<file path="config.mk">
export PLATFORM = sky130hd
export DESIGN_NAME = nickel_change_dispenser
export DESIGN_NICKNAME = d
export VERILOG_FILES = /design/src/rtl/nickel_change_dispenser.sv
export SDC_FILE = /design/constraint.sdc
export NUM_CORES = 1
export LEC_CHECK = 0
export ABC_CLOCK_PERIOD_IN_PS = 2520
export CORE_ASPECT_RATIO = 1.2
export CORE_MARGIN = 2
export CORE_UTILIZATION = 52
export CTS_CLUSTER_SIZE = 24
export DETAILED_ROUTE_END_ITERATION = 7
export GPL_ROUTABILITY_DRIVEN = 0
export PLACE_DENSITY = 0.82
export SLEW_MARGIN = 20
export SYNTH_ARGS = -nofsm -noshare
export SYNTH_HDL_FRONTEND = slang
export SYNTH_SLANG_ARGS = --single-unit
export TNS_END_PERCENT = 20
</file>
<file path="constraint.sdc">
create_clock -name clk -period 2.52 [get_ports clk]
set_clock_uncertainty 0.2 [all_clocks]
set_input_delay 0.378 -clock clk [delete_from_list [all_inputs] [get_ports clk]]
set_output_delay 0.378 -clock clk [all_outputs]
set_load 0.01 [all_outputs]
</file>
<file path="src/rtl/nickel_change_dispenser.sv">
// Nickel change dispenser: fires one solenoid pulse per nickel, confirms each with the coin-drop sensor, retries misses, latches a jam.
// Optional NICKEL_REQ_FIFO_EN: 4-deep queue for requests arriving while busy, with req_drop on overflow.
module nickel_change_dispenser #(
  parameter int unsigned PULSE_CYCLES  = 4,
  parameter int unsigned SENSE_TIMEOUT = 16,
  parameter int unsigned GAP_CYCLES    = 2,
  parameter int unsigned MAX_RETRY     = 2
) (
  input  logic       clk,
  input  logic       reset,
  input  logic       change_valid,
  input  logic [3:0] change_count,
  input  logic       coin_seen,
  output logic       solenoid,
  output logic       busy,
  output logic       done,
  output logic       jam,
  output logic [3:0] nickels_left,
  output logic [7:0] total_dispensed
`ifdef NICKEL_REQ_FIFO_EN
  ,
  output logic       req_drop
`endif
);

  localparam logic [7:0] PulseLast = 8'(PULSE_CYCLES - 1);
  localparam logic [7:0] SenseLast = 8'(SENSE_TIMEOUT - 1);
  localparam logic [7:0] GapLast   = 8'(GAP_CYCLES - 1);
  localparam logic [2:0] RetryMax  = 3'(MAX_RETRY);

  typedef enum logic [2:0] {S_IDLE, S_FIRE, S_SENSE, S_GAP, S_DONE, S_JAM} state_t;

  state_t     state_q, state_d;
  logic [7:0] timer_q, timer_d;
  logic [3:0] left_q, left_d;
  logic [7:0] total_q, total_d;
  logic [2:0] retry_q, retry_d;
  logic       seen_q, seen_d;
  logic [2:0] retry_inc;
  logic       start_vld;
  logic [3:0] start_cnt;

  assign retry_inc = retry_q + 3'd1;

`ifdef NICKEL_REQ_FIFO_EN
  logic [3:0] fifo_mem_q [4];
  logic [1:0] fifo_wr_q, fifo_rd_q;
  logic [2:0] fifo_cnt_q;
  logic       fifo_empty, fifo_full, fifo_accept, fifo_push, fifo_pop, drop_q;

  assign fifo_empty  = (fifo_cnt_q == 3'd0);
  assign fifo_full   = (fifo_cnt_q == 3'd4);
  // An empty queue in DONE hands a same-cycle request straight to the launcher instead of queueing it.
  assign fifo_accept = change_valid && (state_q != S_IDLE) && (state_q != S_JAM) &&
                       !((state_q == S_DONE) && fifo_empty);
  assign fifo_push   = fifo_accept && !fifo_full;
  assign fifo_pop    = (state_q == S_DONE) && !fifo_empty;
  assign start_vld   = ((state_q == S_IDLE) && change_valid) ||
                       ((state_q == S_DONE) && (!fifo_empty || change_valid));
  assign start_cnt   = fifo_empty ? change_count : fifo_mem_q[fifo_rd_q];
  assign req_drop    = drop_q;

  always_ff @(posedge clk) begin
    if (fifo_push) fifo_mem_q[fifo_wr_q] <= change_count;
  end

  always_ff @(posedge clk or negedge reset) begin
    if (!reset) begin
      fifo_wr_q  <= 2'd0;
      fifo_rd_q  <= 2'd0;
      fifo_cnt_q <= 3'd0;
      drop_q     <= 1'b0;
    end else begin
      drop_q     <= fifo_accept && fifo_full;
      if (fifo_push) fifo_wr_q <= fifo_wr_q + 2'd1;
      if (fifo_pop)  fifo_rd_q <= fifo_rd_q + 2'd1;
      fifo_cnt_q <= fifo_cnt_q + 3'(fifo_push) - 3'(fifo_pop);
    end
  end
`else
  assign start_vld = (state_q == S_IDLE) && change_valid;
  assign start_cnt = change_count;
`endif

  always_comb begin
    state_d  = state_q;
    timer_d  = timer_q;
    left_d   = left_q;
    total_d  = total_q;
    retry_d  = retry_q;
    seen_d   = seen_q;
    solenoid = 1'b0;
    busy     = 1'b1;
    done     = 1'b0;
    jam      = 1'b0;
    case (state_q)
      S_IDLE: busy = 1'b0;
      S_FIRE: begin
        solenoid = 1'b1;
        if (coin_seen) seen_d = 1'b1;
        if (timer_q == PulseLast) begin
          timer_d = 8'd0;
          state_d = S_SENSE;
        end else begin
          timer_d = timer_q + 8'd1;
        end
      end
      S_SENSE: begin
        // A coin wins over a timeout landing on the same cycle.
        if (coin_seen || seen_q) begin
          seen_d  = 1'b0;
          left_d  = left_q - 4'd1;
          total_d = (total_q == 8'hFF) ? total_q : total_q + 8'd1;
          retry_d = 3'd0;
          timer_d = 8'd0;
          state_d = (left_q == 4'd1) ? S_DONE : S_GAP;
        end else if (timer_q == SenseLast) begin
          timer_d = 8'd0;
          retry_d = retry_inc;
          state_d = (retry_inc <= RetryMax) ? S_GAP : S_JAM;
        end else begin
          timer_d = timer_q + 8'd1;
        end
      end
      S_GAP: begin
        if (timer_q == GapLast) begin
          timer_d = 8'd0;
          seen_d  = 1'b0;
          state_d = S_FIRE;
        end else begin
          timer_d = timer_q + 8'd1;
        end
      end
      S_DONE: begin
        busy    = 1'b0;
        done    = 1'b1;
        state_d = S_IDLE;
      end
      S_JAM:   jam = 1'b1;
      default: state_d = S_IDLE;
    endcase
    // A zero-nickel request still produces its done pulse.
    if (start_vld) begin
      timer_d = 8'd0;
      retry_d = 3'd0;
      seen_d  = 1'b0;
      if (start_cnt == 4'd0) begin
        state_d = S_DONE;
      end else begin
        left_d  = start_cnt;
        state_d = S_FIRE;
      end
    end
  end

  always_ff @(posedge clk or negedge reset) begin
    if (!reset) begin
      state_q <= S_IDLE;
      timer_q <= 8'd0;
      left_q  <= 4'd0;
      total_q <= 8'd0;
      retry_q <= 3'd0;
      seen_q  <= 1'b0;
    end else begin
      state_q <= state_d;
      timer_q <= timer_d;
      left_q  <= left_d;
      total_q <= total_d;
      retry_q <= retry_d;
      seen_q  <= seen_d;
    end
  end

  assign nickels_left    = left_q;
  assign total_dispensed = total_q;

endmodule
</file>
==> results of run 1 <==
through the flow:
step                      power, mW   util  area (sq um)  setup WS (ns)  hold slack [ns]
after floorplan                1.20      -          1610          0.455           -0.118
final                          1.71  0.645          1930          0.113            0.185
after detailed placement       1.52  0.634          1900          0.290            0.283
after global routing           1.86  0.645          1930        0.00101            0.228
after global placement         1.48  0.634          1900          0.297            0.278
after CTS                      1.71  0.643          1930         0.0579            0.205
final cells by class:
cell class | instances | area, sq um
fillers | 252 | 1070
multi-input cells | 139 | 898
flip-flops and latches | 27 | 677
repair buffers | 27 | 260
well taps | 36 | 45.0
inverters | 7 | 26.3
clock buffers | 3 | 22.5
clock inverters | 1 | 5.00
state kept, by name, summed over array words and instances (netlist names):
| register | flops |
|---|---|
| timer_q | 8 |
| retry_q | 3 |
| nickels_left | 4 |
| total_dispensed | 8 |
| seen_q | 1 |
| state_q | 3 |
cells by family (layout without fill, tap and decap cells):
group,Yosys count,after routing
buffers and inverters,11,38
adder cells (fa/ha/maj),8,8
multiplexers,2,2
XOR/XNOR,15,15
flip-flops,27,27
AND/OR/NAND/NOR,80,80
AO/OA/AOI/OAI,34,34
cell usage after synthesis, types with 3 or more instances:
cell type | count | area share
sky130_fd_sc_hd__nand3_1 | 9 | 0.028
sky130_fd_sc_hd__a21oi_1 | 8 | 0.025
sky130_fd_sc_hd__and2_1 | 3 | 0.012
sky130_fd_sc_hd__o21ai_0 | 11 | 0.034
sky130_fd_sc_hd__nor2_1 | 21 | 0.049
sky130_fd_sc_hd__a21o_1 | 3 | 0.014
sky130_fd_sc_hd__clkbuf_1 | 4 | 0.0093
sky130_fd_sc_hd__dfrtp_1 | 27 | 0.42
sky130_fd_sc_hd__nand2_1 | 18 | 0.042
sky130_fd_sc_hd__xnor2_1 | 9 | 0.049
sky130_fd_sc_hd__nor4_1 | 3 | 0.012
sky130_fd_sc_hd__and3_1 | 4 | 0.016
sky130_fd_sc_hd__xor2_1 | 6 | 0.033
sky130_fd_sc_hd__ha_1 | 8 | 0.062
sky130_fd_sc_hd__nor3_1 | 3 | 0.0093
sky130_fd_sc_hd__inv_1 | 7 | 0.016
sky130_fd_sc_hd__nor2b_1 | 4 | 0.016
worst paths after layout:
kind	startpoint	to	depth (start not counted)
max in group asynchronous	reset	state_q[1]$_DFFE_PN0P_	2
max reg2reg	timer_q[4]$_DFFE_PN0N_	timer_q[5]$_DFFE_PN0N_	5
max	state_q[0]$_DFFE_PN0P_	solenoid	3
min	reset	total_dispensed[6]$_DFFE_PN0P_	2
min reg2reg	total_dispensed[6]$_DFFE_PN0P_	total_dispensed[6]$_DFFE_PN0P_	1
min in group clk	total_dispensed[6]$_DFFE_PN0P_	total_dispensed[6]$_DFFE_PN0P_	1
routing by layer:
metal / vias up / global-route usage / routed length (um)
met5: - / 0 / 0
met1: 679 / 0.286 / 1460
met4: 0 / 0.103 / 85
met2: 32 / 0.366 / 1790
met3: 9 / 0.0300 / 120
li1: 672 / - / -
report_power, final:
part           total, mW  leakage [nW]  switching [mW]  internal, mW
clock network      0.197        0.0177           0.138        0.0599
logic              0.790         0.492           0.395         0.395
registers          0.725         0.352           0.170         0.555
total               1.71         0.862           0.703          1.01
==> implementation parameters, run 1 <==
Parameter                              Value

Worst setup path
  Slowest Stage Delay on Critical Path    0.60 ns
  CP max-delay cell    sky130_fd_sc_hd__dfrtp_1
  Cells along the critical path    nand2b_1, nor2_1, clkdlybuf4s50_1
  Arrival @ worst endpoint    approximately 1.8 ns
  Required time of the worst setup path    1.94 ns
  Family with the most delay on the worst path    flip-flops
  Endpoint kind of the worst setup timing path    output port
  Combined buffer and inverter count along the critical path    1
  WS Path Type    register to output port
  Critical path fanouts, max    11
  Type of origin of the critical path    register
  Reg2Reg Setup Slack    0.27 ns

STA
  Setup repair after global routing missed its margin    false
  Max-slew violation count    0
  Slew margin rel.    0.685
  Fmax    slightly above 400 MHz
  Sum of negative setup slack    0 ns
  Final hold violation count    0
  Slew at the pin with the worst max-slew slack    roughly 0.47 ns
  Time the worst path needs with I/O delays and setup    between 2 and 2.5 ns
  Post-route clock period utilization    0.955
  Finish-stage setup viols    0

Logic synthesis
  Number of enable flip-flop cells after synthesis    0
  Proportion of synthesized area in mux cells    0.0132
  Cell Area, Synth    between 1500 and 2000 sq um
  Sequential share of the synthesized area    0.419
  Syn Nets    roughly 190
  Synthesized area per cell    9.11 sq um
  Simple-gate area share of the yosys netlist    0.260
  Compound-Gate Fraction of Synth Area    0.139
  Async set-reset flop share out of synthesis    1.00
  Unique cell type count in the Yosys netlist    43
  Yosys reg bits    27
  Synthesized-area fraction occupied by adder cells    0.0621
  Top FF cell, synth    sky130_fd_sc_hd__dfrtp_1
  Xor-xnor portion of the synthesized cell area    0.0815
  Gate Count Post-Synth    approximately 180
  Synth warn    0
  Largest family of logic cells by synthesized area    simple AND/OR/NAND/NOR gates

Finish
  Synth-to-Final Area Change    19.9%
  Share of post-route cells with drive strength above 1    0.0882
  Finished Layout Cells    between 200 and 250
  Commonest non-fill, non-tap cell in the layout    sky130_fd_sc_hd__dfrtp_1
  Top library cells by usage in the layout, fill and taps aside    sky130_fd_sc_hd__dfrtp_1, sky130_fd_sc_hd__clkdlybuf4s50_1, sky130_fd_sc_hd__nor2_1, sky130_fd_sc_hd__nand2_1, sky130_fd_sc_hd__o21ai_0
  Antenna cell count    0
  Final net count    221

Placement
  Half-perimeter wire length after placement    roughly 2600 um
  I/O Buffers    23
  Placed cell count    236

Clock network
  Clock network latency to the later pin of the worst-skew pair    between 0.3 and 0.4 ns
  Clock slew at the register clock pins of the worst setup and hold paths    about 0.15 ns
  Number of CTS-inserted buffers    3
  CTS Root Buffer Type    sky130_fd_sc_hd__clkbuf_4
  Clock net sink count    27
  Post-CTS setup buffers    0
  CTS-repair resized insts    0
  H-tree depth    1
  Clock Path Buffers    2
  Clock tree from TritonCTS    built
  Post-cts hold buffer count    0

Route
  Final routed DRC violation total    0
  Per-cell routed wire length    between 10 and 15 um
  Detailed-route wire length    between 3000 and 4000 um
  Count of nets left with antenna violations after detail routing    0
  Violation count after the first detailed-route iteration    63
  Iteration count of the initial detailed-routing pass    5
  Ratio of routed vias to standard cells    ~5.8
  Overall via count from detail_route    1392

Die
  Number of cell rows    22
  Die area    approximately 3600 sq um
  CORE AREA    approximately 3000 sq um
  Vertical extent of the die    about 65 um
  Chip Width    about 55 um
  Count of pins on the block boundary    24
  Initial Util    0.538

GRT
  Maximum number of pins on one net before global-route repair    28
  Via count of the first global-routing pass    1338
  Global-route wire length before repair    between 5000 and 6000 um
  Total overflow reported by the global router    0
  Antenna violations before repair    0
  Global Route Usage Sum    0.225

Hold path
  Class of the tightest hold or removal check    input pin to async pin

Power
  Cell leakage power    ~0.86 nW
  Cell area power density    between 800 and 900 nW/um^2
  Worst-case vdd ir drop    0.483 mV

Job
  Max-cap violation count    0

Status
  Outcome    complete, no violations
(Power assumes the default switching activity.)
==> run 2: changes to the inputs <==
--- a/config.mk
+++ b/config.mk
@@ -7,7 +7,6 @@
 export LEC_CHECK = 0
 export ABC_CLOCK_PERIOD_IN_PS = 2520
 export CORE_ASPECT_RATIO = 1.2
-export CORE_MARGIN = 2
 export CORE_UTILIZATION = 52
 export CTS_CLUSTER_SIZE = 24
 export DETAILED_ROUTE_END_ITERATION = 7
==> run 2 against run 1 <==
  * Hold slack improved by 0.0044 ns
  * Die area decreased by 6.6%
  * Register-to-register slack got worse by 0.02 ns
  * Clock-buffer cell count unchanged
  * Routed wire length decreased by 1.3%
  * First-iteration DRC count decreased by 63%
  * Via count decreased by 1.6%
  * Sequential power increased by 0.8%
  * Combinational power decreased by 1%
  * Flip-flop and latch count unchanged
  * Non-clock buffer count unchanged
  * Largest cell class unchanged
==> implementation parameters, run 2 (synthesis results as in run 1) <==
Parameter                              Value

Status
  Outcome    complete, no violations

Route
  Overall via count from detail_route    1370 (-1.6%)
  Detailed-route wire length    3410 um (-1.3%)
  Iteration count of the initial detailed-routing pass    4 (-1)
  Final routed DRC violation total    0 (unchanged)
  Per-cell routed wire length    14.3 um (-0.47%)
  Ratio of routed vias to standard cells    5.76 (-0.75%)
  Count of nets left with antenna violations after detail routing    0 (unchanged)
  Violation count after the first detailed-route iteration    23 (-63%)

Clock network
  Clock net sink count    27 (unchanged)
  Clock Path Buffers    2 (unchanged)
  Number of CTS-inserted buffers    3 (unchanged)
  Clock tree from TritonCTS    built
  H-tree depth    1 (unchanged)
  Clock network latency to the later pin of the worst-skew pair    0.33 ns (about the same)
  Clock slew at the register clock pins of the worst setup and hold paths    0.16 ns (about the same)
  Post-CTS setup buffers    0 (unchanged)
  Post-cts hold buffer count    0 (unchanged)
  CTS Root Buffer Type    sky130_fd_sc_hd__clkbuf_4

Placement
  Worst Setup Slack post-DPL    0.208 ns (-0.0823 ns)
  I/O Buffers    23 (unchanged)
  Half-perimeter wire length after placement    2550 um (-0.58%)

GRT
  Antenna violations before repair    0 (unchanged)
  Total overflow reported by the global router    0 (unchanged)
  Via count of the first global-routing pass    1324 (-1.0%)
  Maximum number of pins on one net before global-route repair    28 (unchanged)
  Global-route wire length before repair    5820 um (-1.1%)
  Global Route Usage Sum    0.231 (+0.00665)

STA
  Setup repair after global routing missed its margin    false
  Final hold violation count    0 (unchanged)
  Slew at the pin with the worst max-slew slack    0.495 ns (+0.0271 ns)
  Finish-stage setup viols    0 (unchanged)
  Worst Setup Slack, final    0.127 ns (+0.0138 ns)
  Post-route clock period utilization    0.950 (-0.00547)
  Slew margin rel.    0.666 (-0.0182)
  Max-slew violation count    0 (unchanged)
  Sum of negative setup slack    0 ns (unchanged)
  Fmax    418 MHz (+0.58%)
  Time the worst path needs with I/O delays and setup    2.39 ns (-0.0138 ns)

Job
  Max-cap violation count    0 (unchanged)

Finish
  Antenna cell count    0 (unchanged)
  Commonest non-fill, non-tap cell in the layout    sky130_fd_sc_hd__dfrtp_1
  Top library cells by usage in the layout, fill and taps aside    sky130_fd_sc_hd__dfrtp_1, sky130_fd_sc_hd__clkdlybuf4s50_1, sky130_fd_sc_hd__nor2_1, sky130_fd_sc_hd__nand2_1, sky130_fd_sc_hd__o21ai_0
  Synth-to-Final Area Change    19.9% (unchanged)
  Final net count    221 (unchanged)
  Share of post-route cells with drive strength above 1    0.0882 (unchanged)

Power
  Switching share of power    0.409 (-0.000936)
  Cell area power density    887 nW/um^2 (+0.19%)
  Cell leakage power    0.862 nW (about the same)
  Worst-case vdd ir drop    0.500 mV (+3.5%)
  Design internal power    1.01 mW (+0.35%)
  Relative contribution of combinational cells to total power    0.454 (-0.007)
  Clock power frac    0.120 (+0.005)
  Share of total power in sequential cells    0.426 (+0.003)
  Switching power of the nets    0.702 mW (about the same)

Worst setup path
  Arrival @ worst endpoint    1.81 ns (-0.02 ns)
  Endpoint kind of the worst setup timing path    output port
  Type of origin of the critical path    register
  Number of cell instances on the worst register-to-register path    5 (unchanged)
  Worst r2r src    timer_q[4]$_DFFE_PN0N_
  Required time of the worst setup path    1.94 ns (about the same)
  Reg2Reg Setup Slack    0.25 ns (-0.02 ns)
  Worst reg2reg path endpoint    timer_q[5]$_DFFE_PN0N_
  Critical Path Source    state_q[0]$_DFFE_PN0P_
  Critical path fanouts, max    11 (unchanged)
  WS Path Type    register to output port
  End point of the critical path    done

Die
  Die area    3330 sq um (-6.6%)
  Vertical extent of the die    63.0 um (-3.1%)
  Count of pins on the block boundary    24 (unchanged)
  Chip Width    52.8 um (-3.6%)
  CORE AREA    2860 sq um (-4.5%)
  Initial Util    0.563 (+0.0256)
  Number of cell rows    21 (-4.5%)

Hold path
  Class of the tightest hold or removal check    input pin to async pin
## run 2: worst max-delay path, cell delays in order, from the launching register on
cell                              delay (ns)
sky130_fd_sc_hd__dfrtp_2                0.52
sky130_fd_sc_hd__nor2_1                 0.26
sky130_fd_sc_hd__and2_1                 0.16
sky130_fd_sc_hd__clkdlybuf4s50_1        0.53
## run 2: final cells by class
| cell class | count | area (sq um) |
|---|---|---|
| Fill cell | 252 | 930 |
| Multi-Input combinational cell | 139 | 896 |
| Timing Repair Buffer | 27 | 260 |
| Clock inverter | 1 | 8.76 |
| Clock buffer | 3 | 22.5 |
| Inverter | 7 | 26.3 |
| Sequential cell | 27 | 678 |
| Tap cell | 34 | 42.5 |
## run 2: how the worst min path moves through the flow
stage | depth (start not counted) | end | startpoint
2_1_floorplan | 0 | nickels_left[0]$_DFF_PN0_ | reset
3_3_place_gp | 1 | total_dispensed[6]$_DFFE_PN0P_ | total_dispensed[6]$_DFFE_PN0P_
3_5_place_dp | 1 | total_dispensed[6]$_DFFE_PN0P_ | total_dispensed[6]$_DFFE_PN0P_
4_1_cts | 2 | retry_q[0]$_DFFE_PN0P_ | reset
5_1_grt | 2 | retry_q[0]$_DFFE_PN0P_ | reset
6_report | 2 | retry_q[0]$_DFFE_PN0P_ | reset
## run 2: per-stage QoR
| stage | instance area [sq um] | power (mW) | cells | utilization | hold WS (ns) |
|---|---|---|---|---|---|
| after CTS | 1930 | 1.73 | 238 | 0.675 | 0.189 |
| after global routing | 1930 | 1.86 | 238 | 0.675 | 0.207 |
| final | 1930 | 1.72 | 238 | 0.675 | 0.189 |
| after global placement | 1900 | 1.48 | 234 | 0.664 | 0.277 |
| after detailed placement | 1900 | 1.52 | 234 | 0.664 | 0.285 |
| after floorplan | 1610 | 1.20 | 177 | - | -0.118 |
## run 2: repair_timing
item / in CTS / in global routing
hold endpoints to repair: 0 / 0
endpoints found under the setup margin: 0 / 1
gates resized for setup: 0 / 2
## run 2: power groups by stage
stage,sequential (mW),clock (mW),combinational [mW]
after floorplan,0.703,0,0.494
after global placement,0.721,0,0.755
after detailed placement,0.734,0,0.781
after CTS,0.725,0.215,0.786
after global routing,0.748,0.230,0.887
final,0.731,0.205,0.780
## run 2: metal layers
| metal | vias up | wire length, um | global-route usage |
|---|---|---|---|
| li1 | 676 | - | - |
| met1 | 658 | 1490 | 0.288 |
| met2 | 28 | 1750 | 0.394 |
| met3 | 8 | 100 | 0.0219 |
| met4 | 0 | 69 | 0.0987 |
| met5 | - | 0 | 0 |
==> run 3: changes to the inputs <==
--- a/config.mk
+++ b/config.mk
@@ -8,7 +8,7 @@
 export ABC_CLOCK_PERIOD_IN_PS = 2520
 export CORE_ASPECT_RATIO = 1.2
 export CORE_UTILIZATION = 52
-export CTS_CLUSTER_SIZE = 24
+export CTS_CLUSTER_SIZE = 25
 export DETAILED_ROUTE_END_ITERATION = 7
 export GPL_ROUTABILITY_DRIVEN = 0
 export PLACE_DENSITY = 0.82
==> results of run 3 <==
Same layout as run 2: the final DEF is identical, and so are final timing and power.
